==> src/rtl/seg7_scan_reader.sv <==
// seg7_scan_reader: samples a multiplexed active-low 7-segment bus, decodes each
//   stable digit to BCD and delivers whole NDIG-digit frames on a valid/ready handshake.
// Latency: input change -> shadow capture 2+STABLE_CYC cycles; last capture -> frame_valid 1 cycle.
// Backpressure: frame held on D/ERR/BLK until frame_ready; later frames overwrite shadow and set sticky ovr.
//
// Ports:
//   clk, reset          rising-edge clock, asynchronous active-high reset
//   AN[NDIG], SEG[7]    active-low anode strobes and segment lines (SEG bit0=a .. bit6=g)
//   D[4*NDIG]           captured frame, digit i at D[4i+3:4i]
//   ERR[NDIG], BLK[NDIG] per-digit invalid-pattern / all-off flags
//   frame_valid, frame_ready  frame handshake
//   ovr                 sticky overrun flag
// Build option: define SEG7_HEX_EN to decode the hex letters A..F as valid codes.

module seg7_scan_reader #(
  parameter int NDIG       = 4,
  parameter int STABLE_CYC = 4
) (
  input  logic              clk,
  input  logic              reset,
  input  logic [NDIG-1:0]   AN,
  input  logic [6:0]        SEG,
  output logic [4*NDIG-1:0] D,
  output logic [NDIG-1:0]   ERR,
  output logic [NDIG-1:0]   BLK,
  output logic              frame_valid,
  input  logic              frame_ready,
  output logic              ovr
);

  localparam int         IW       = (NDIG > 1) ? $clog2(NDIG) : 1;
  localparam logic [7:0] STABLE_C = 8'(STABLE_CYC);

  typedef enum logic [1:0] {IDLE, TRACK, CAPTURED} state_t;

  // returns {code[3:0], err, blk}
  function automatic logic [5:0] decode(input logic [6:0] s);
    case (s)
      7'b1000000: decode = {4'h0, 2'b00};
      7'b1111001: decode = {4'h1, 2'b00};
      7'b0100100: decode = {4'h2, 2'b00};
      7'b0110000: decode = {4'h3, 2'b00};
      7'b0011001: decode = {4'h4, 2'b00};
      7'b0010010: decode = {4'h5, 2'b00};
      7'b0000010: decode = {4'h6, 2'b00};
      7'b1111000: decode = {4'h7, 2'b00};
      7'b0000000: decode = {4'h8, 2'b00};
      7'b0011000: decode = {4'h9, 2'b00};
`ifdef SEG7_HEX_EN
      7'b0001000: decode = {4'hA, 2'b00};
      7'b0000011: decode = {4'hB, 2'b00};
      7'b1000110: decode = {4'hC, 2'b00};
      7'b0100001: decode = {4'hD, 2'b00};
      7'b0000110: decode = {4'hE, 2'b00};
      7'b0001110: decode = {4'hF, 2'b00};
`endif
      7'b1111111: decode = {4'hF, 2'b01};
      default:    decode = {4'hF, 2'b10};
    endcase
  endfunction

  // two-flop synchronizers; idle level of the bus is all-ones
  logic [NDIG-1:0] an_s1, an_s2;
  logic [6:0]      seg_s1, seg_s2;
  logic [NDIG+6:0] prev;

  always_ff @(posedge clk or posedge reset) begin
    if (reset) begin
      an_s1  <= '1;
      an_s2  <= '1;
      seg_s1 <= '1;
      seg_s2 <= '1;
      prev   <= '1;
    end else begin
      an_s1  <= AN;
      an_s2  <= an_s1;
      seg_s1 <= SEG;
      seg_s2 <= seg_s1;
      prev   <= {an_s2, seg_s2};
    end
  end

  logic          onehot;
  logic          same;
  logic [IW-1:0] idx;
  logic [7:0]    cnt, run_cnt;
  logic [5:0]    dec;

  assign onehot = $onehot(~an_s2);
  assign same   = ({an_s2, seg_s2} == prev);
  assign dec    = decode(seg_s2);
  // count this cycle would reach: extend a run of equal samples or restart at 1
  assign run_cnt = !same ? 8'd1 : ((cnt == 8'hFF) ? cnt : cnt + 8'd1);

  always_comb begin
    idx = '0;
    for (int i = 0; i < NDIG; i++)
      if (!an_s2[i]) idx = IW'(i);
  end

  // FSM: state register
  state_t st, st_nxt;
  logic   cap;

  always_ff @(posedge clk or posedge reset) begin
    if (reset) st <= IDLE;
    else       st <= st_nxt;
  end

  // FSM: next state
  always_comb begin
    st_nxt = st;
    if (!onehot)
      st_nxt = IDLE;
    else if (st == CAPTURED && same)
      st_nxt = CAPTURED;
    else
      st_nxt = (run_cnt >= STABLE_C) ? CAPTURED : TRACK;
  end

  // FSM: outputs (capture strobe); CAPTURED never recaptures an unchanged sample
  always_comb begin
    cap = 1'b0;
    if (onehot && !(st == CAPTURED && same) && run_cnt >= STABLE_C)
      cap = 1'b1;
  end

  always_ff @(posedge clk or posedge reset) begin
    if (reset)                        cnt <= '0;
    else if (!onehot)                 cnt <= '0;
    else if (!(st == CAPTURED && same)) cnt <= run_cnt;
  end

  // shadow frame and seen mask
  logic [3:0]      sh_d [NDIG];
  logic [NDIG-1:0] sh_err, sh_blk;
  logic [NDIG-1:0] seen, cap_mask;
  logic            seen_full, xfer;

  assign cap_mask  = cap ? ({{(NDIG-1){1'b0}}, 1'b1} << idx) : '0;
  assign seen_full = &seen;
  assign xfer      = seen_full && (!frame_valid || frame_ready);

  always_ff @(posedge clk or posedge reset) begin
    if (reset) begin
      for (int i = 0; i < NDIG; i++) sh_d[i] <= '0;
      sh_err <= '0;
      sh_blk <= '0;
    end else if (cap) begin
      sh_d[idx]   <= dec[5:2];
      sh_err[idx] <= dec[1];
      sh_blk[idx] <= dec[0];
    end
  end

  // a capture coinciding with a transfer starts the next frame's mask
  always_ff @(posedge clk or posedge reset) begin
    if (reset)     seen <= '0;
    else if (xfer) seen <= cap_mask;
    else           seen <= seen | cap_mask;
  end

  always_ff @(posedge clk or posedge reset) begin
    if (reset) begin
      D           <= '0;
      ERR         <= '0;
      BLK         <= '0;
      frame_valid <= 1'b0;
      ovr         <= 1'b0;
    end else begin
      if (xfer) begin
        for (int i = 0; i < NDIG; i++) D[4*i +: 4] <= sh_d[i];
        ERR         <= sh_err;
        BLK         <= sh_blk;
        frame_valid <= 1'b1;
      end else if (frame_ready) begin
        frame_valid <= 1'b0;
      end
      if (seen_full && frame_valid && !frame_ready)
        ovr <= 1'b1;
    end
  end

endmodule

==> config.mk <==
export PLATFORM = sky130hd
export DESIGN_NAME = seg7_scan_reader
export DESIGN_NICKNAME = d
export VERILOG_FILES = /design/src/rtl/seg7_scan_reader.sv
export SDC_FILE = /design/constraint.sdc
export NUM_CORES = 1
export LEC_CHECK = 0
export BUFFER_PORTS_ARGS = -buffer_cell sky130_fd_sc_hd__buf_2
export CAP_MARGIN = 20
export CELL_PAD_IN_SITES_DETAIL_PLACEMENT = 1
export CELL_PAD_IN_SITES_GLOBAL_PLACEMENT = 2
export CORE_MARGIN = 8
export CORE_UTILIZATION = 35
export DETAILED_ROUTE_END_ITERATION = 10
export PLACE_DENSITY_LB_ADDON = 0.1
export SLEW_MARGIN = 20
export SYNTH_ARGS = -nofsm -noshare
export SYNTH_HDL_FRONTEND = slang
export SYNTH_SLANG_ARGS = --single-unit
==> constraint.sdc <==
create_clock -name clk -period 3.3 [get_ports clk]
set_clock_uncertainty 0.1 [all_clocks]
set_input_delay 0.33 -clock clk [delete_from_list [all_inputs] [get_ports clk]]
set_output_delay 0.33 -clock clk [all_outputs]
set_load 0.05 [all_outputs]
# [Word-level counts from Yosys, hierarchy flattened]
# Cells that the tools add are included.
[word_totals] output_inout_bits=26 ff_bits=97 memories=0 mem_bits_rw=0 romBits=0 latchBits=0 inputBits=14
[op_classes] eq_ne=15 order_cmp=5 n_div=0 reduce_logical=15 bitwise=3 addsub=4 mux=23 n_shift=1 mul=0
[op_table] cell="$pmux W6 S11" count=1
[op_table] cell="$mux W8" count=4
[op_table] cell="$eq A7 B7 Y1 const B" count=4
[op_table] cell="$eq A7 B5 Y1 const B" count=3
[op_table] cell="$bwmux W16" count=1
[op_table] cell="$eq A7 B6 Y1 const B" count=2
[op_table] cell="$mux W4" count=3
[op_table] cell="$eq A11 B11 Y1" count=1
[op_table] cell="$mux W2" count=5
[op_table] cell="$add A8 B1 Y8 const B" count=1
[op_table] cell="$bwmux W4" count=2
[op_table] cell="$demux W4 S2" count=1
[op_table] cell="$eq A8 B8 Y1 const B" count=1
[op_table] cell="$ge A8 B3 Y1 const B" count=1
[op_table] cell="$logic_and A1 B1 Y1" count=8
[op_table] cell="$eq A7 B2 Y1 const B" count=1
[op_table] cell="$logic_not A7 Y1" count=1
[op_table] cell="$mux W1" count=5
[op_table] cell="$add A1 B1 Y2" count=2
[op_table] cell="$not A4 Y4" count=1
[op_table] cell="$or A4 B4 Y4" count=1
[op_table] cell="$reduce_and A4 Y1" count=1
[op_table] cell="$shl A1 B2 Y4 const A" count=1
[op_table] cell="$add A2 B2 Y3" count=1
[op_table] cell="other kinds (12)" count=14

# [Depth between registers and ports, before layout]
[logic_depth] ltp_word=10 depth_mapped=9 depth_no_buf=9

# [Worst setup path after synthesis]
# No wires, ideal clock.
[synth_timing] path_kind="reg-to-reg" start="reg an_s2[3]" end="reg sh_blk[3]" stages_incl_launch_ff=10 path_slack_ns=0.315 setup_ns=0.125 synth_period_minus_slack_ns=2.985 path_buffers=0 arrival_ns=2.760 required_time_ns=3.075 path_cell_list="dfstp_2 fa_1 inv_1 ha_1 ha_1 nor2_1 and2_1 nand4_2 a2111oi_4 mux2_2"
[synth_between] elab_chain_len=7 word_cells_on_any_way=19 cone_classes="2 x add/sub; 3 x order compare; 2 x eq/ne; 6 x mux; 1 x bitwise; 5 x reduce/logical"
[synth_rtl] item="start, declared" line_no="63" rtl="logic [NDIG-1:0] an_s1, an_s2;"
[synth_rtl] item="start signal, assigned" line_no="76" rtl="an_s2 <= an_s1;"
[synth_rtl] item="parallel branches: the longest is 7 deep, another holds $ge A8 B3 Y1"
[synth_rtl] item="end signal, assigned by index" line_no="152" rtl="sh_blk[idx] <= dec[0];"
[synth_rtl] item="end, declared" line_no="136" rtl="logic [NDIG-1:0] sh_err, sh_blk;"
# Parallel ways; which one is timed is not known.
# A chain may end at the register's enable or synchronous reset.

# [Final worst setup path]
[layout_timing] start="reg an_s2[1]" end="reg sh_err[0]"
[layout_between] elab_chain_len=8 word_cells_on_any_way=21 cone_classes="2 x add/sub; 3 x order compare; 2 x eq/ne; 8 x mux; 1 x bitwise; 5 x reduce/logical"
[layout_rtl] item="$mux W1" line_no="98" rtl="if (!an_s2[i]) idx = IW'(i);"
[layout_rtl] item="$mux W2 (2 in a row)" line_no="98"
[layout_rtl] item="$lt A2 B3 Y1 (not written as such) or $ge A2 B1 Y1 (tied branches)" line_no="151" rtl="sh_err[idx] <= dec[1];"
[layout_rtl] item="$logic_and A1 B1 Y1 (not written as such)" line_no="151"
[layout_rtl] item="$mux W1 (not written as such)" line_no="151"
[layout_rtl] item="$demux W1 S2" line_no="151"
[layout_rtl] item="$bwmux W4" line_no="151"
[layout_rtl] item="end signal, assigned by index" line_no="151"
[layout_rtl] item="end, declared" line_no="136"
# Several ways; a longest one is shown, not always the timed one.

==> summary.md <==
| Metric | Value |
|---|---|
| Outcome | `finished, final reports clean` |
| Post-synthesis cell area | `0.00410 mm^2` |
| Core area | `0.0114 mm^2` |
| Seq/Total Area, Yosys | `0.602` |
| Clock latency at the later pin of the worst-skew pair | `0.34 ns` |
| Final setup margin | `0.225 ns` |
| CP cell instances | `fa_1 -> inv_1 -> ha_1 -> ha_1 -> nor2_1 -> and2_1 -> nand4_2 -> a2111oi_4 -> buf_4 -> mux2_2` |
| Buf/Inv on CP | `2` |
| Clock sink count | `97` |
| Num CTS Buffers | `9` |
| Clock network fraction of total power | `0.443` |
| Simple-gate portion of the synthesized area | `0.165` |
| Final min period | `3.07 ns` |
| Slowest stage cell on the critical path | `dfstp_2` |
| Initial Utilization | `0.359` |
| Die Area | `0.0154 mm^2` |
| CP Class | `reg -> reg` |
| IO Port Bufs | `39` |
| Worst slew margin | `0.437` |
| Post-synthesis xor/xnor area fraction | `0.0360` |
| CP Capture Type | `flip-flop` |
| Top FF cell, synth | `dfrtp_1` |
| Synth warn | `0` |
| Adder-Cell Fraction of Synth Area | `0.0140` |
| Hold Vio Cnt, Final | `0` |
| Hold WS | `0.0151 ns` |
| Largest family of logic cells by synthesized area | `simple AND/OR/NAND/NOR gates` |
| CP peak stage delay | `0.58 ns` |
| Dominant cell type by area after synthesis | `dfrtp_1` |
| Top-count cell post-synth | `nand2_1` |
| CP max FO | `7` |
| Area growth from synthesis to layout | `19.2%` |
| Worst Path Arrival | `3.21 ns` |
| CP Launch Type | `flip-flop` |
| TritonCTS clock tree | `yes` |
| Max Freq | `325 MHz` |
| Final WL | `8.50 mm` |
| Die width | `124 um` |
| Largest net degree at the start of global routing | `51` |
| DPL Wire Length | `5.82 mm` |
| Flop pwr share | `0.512` |
| Netlist cell types | `55` |
| Pleak | `2.40 nW` |
| TNS Setup | `0 ns` |
| Share of layout cells above drive strength 1 | `0.353` |
| Vias in the first global route | `2,988` |
| Via count | `2,655` |
| Ant diodes | `0` |
| Pwr dens | `502 mW/mm^2` |
| Drc violations | `0` |
| Nets@finish | `412` |
| Synth cell count leaders | `nand2_1, dfrtp_1, dfstp_2` |
| Cell-internal power | `0.00192 W` |
| Max clock buf depth | `2` |
| Yosys reg bits | `97` |
| Switching power | `0.000533 W` |
| Top post-synthesis cells by area | `dfrtp_1, dfstp_2, nand2_1` |
| DR iter-0 viols | `75` |
| Yosys top cell area share | `0.390` |
| Mux contribution to synthesized area | `0.0720` |
| Comb power frac | `0.044` |
| Worst path required time | `3.43 ns` |
| Most common cell on crit path | `ha_1` |
| Hold Path Class | `in -> async` |
| Initial antenna violation count | `0` |
| Die outline height | `124 um` |
| Vias per inst | `4.90` |
| Post-synth ARST share | `1.00` |
| Kind of cell adding the most delay to the critical path | `adder cells` |
| GP Congestion | `0.743` |
| Final setup vio count | `0` |
| Post-synthesis net count | `359` |
| Synth Area per Inst | `12.0 um^2` |
| EDFF count, synth | `0` |
| Final Cycle Share | `0.932` |
| CTS clk-pin slew, worst paths | `0.06 ns` |
| CTS H-Tree Depth | `3` |
| Total GRT Usage | `0.119` |
| First-pass GRT wire length | `15.1 mm` |
| Post-synthesis compound-gate area fraction | `0.0827` |
| Slew of the pin with the lowest slew margin | `0.845 ns` |
| IO Count | `40` |
| Cells after synthesis | `341` |
| Total of max-cap violations | `0` |
| Maximum VDD drop | `281 uV` |
| Fin. max-slew vios | `0` |
| Place WS | `0.176 ns` |
| Row count | `39` |
| Sw frac | `0.217` |
| Fill count | `1,226` |
| TritonRoute pass-1 iters | `4` |
| Post-route ant nets | `0` |
| RSZ-0062 raised after global routing | `no` |
| Grt total ovfl | `0` |
| Root Buffer Master | `clkbuf_16` |
| Drt wl/cell | `15.7 um` |
## layout make-up
class,instances,area (um^2),area share
multi-input combinational,222,1520,0.311
tap,143,179,0.0366
clock inverter,2,12.5,0.00256
clock buffer,14,307,0.0627
timing repair buffer,59,385,0.0788
sequential,97,2470,0.505
inverter,5,20.0,0.00409
## registers in the layout, summed over array words and instances (netlist names), 7 cells and up
signal,cells
D,16
cnt,8
sh_d,16
seg_s1,7
seg_s2,7
prev,11
## repair_timing
item	in CTS	in global routing
hold endpoints to repair	11	0
setup buffers	0	2
resized for setup	0	0
hold buffers	11	0
setup endpoints to repair	0	3
## logic make-up after synthesis
logic type	Yosys count
muxes	26
DFF	97
and+or+nand+nor	136
adders and majority gates	4
AOI/OAI and AO/OA	40
xor gates and xnor gates	16
buffers and inverters	22
## power groups by stage
stage / logic, W / registers (W) / clock network, W
after floorplan: 0.0000827 / 0.00126 / 0
after global placement: 0.0000973 / 0.00128 / 0
after detailed placement: 0.0000989 / 0.00128 / 0
after CTS: 0.000110 / 0.00126 / 0.00113
after global routing: 0.000125 / 0.00126 / 0.00119
final: 0.000109 / 0.00126 / 0.00109
## worst paths after layout
path | cells after the start | to | slack [ns] | start
setup reg to reg | 10 | sh_err[0] | 0.23 | an_s2[1]
max in group asynchronous | 3 | prev[4] | 2.31 | reset
setup / recovery | 10 | sh_err[0] | 0.23 | an_s2[1]
hold reg to reg | 0 | seg_s2[4] | 0.26 | seg_s1[4]
hold / removal | 2 | BLK[3] | 0.02 | reset
min in group clk | 3 | frame_valid | 0.25 | frame_ready
## through the flow
step / total power [W] / std cells / util / cell area, um^2
2_1_floorplan: 0.00135 / 341 / - / 4100
3_3_place_gp: 0.00138 / 513 / 0.389 / 4440
3_5_place_dp: 0.00138 / 513 / 0.389 / 4440
4_1_cts: 0.00250 / 540 / 0.427 / 4870
5_1_grt: 0.00258 / 542 / 0.428 / 4890
6_report: 0.00246 / 542 / 0.428 / 4890
## metal layers
metal / part of all wire / routed length (um) / track usage
met1: 0.48 / 4120 / 0.152
met2: 0.46 / 3930 / 0.183
met3: 0.035 / 296 / 0.0383
met4: 0.018 / 154 / 0.0503
met5: 0 / 0 / 0
## cells in the final DEF, fill, tap and decap left out, drive strengths merged, types with 2 or more instances in the layout
master       netlist  layout
and3               3       3
nor2              11      11
dlygate4sd3        0      11
dfrtp             64      64
buf                9      48
nor3               4       4
o21ai              6       6
a211oi             5       5
nand2             81      81
nor2b              2       2
nand4              4       4
dfstp             33      33
a21o               5       5
a21oi              9       9
ha                 3       3
inv                5       6
nand3             10      10
o21bai             2       2
a31oi              3       3
xor2              15      15
a2111oi            5       5
nand2b             5       5
nor4               6       6
nand4b             2       2
clkbuf             8      14
or3                3       3
mux2              25      25
Power figures use the tool's default switching activity.
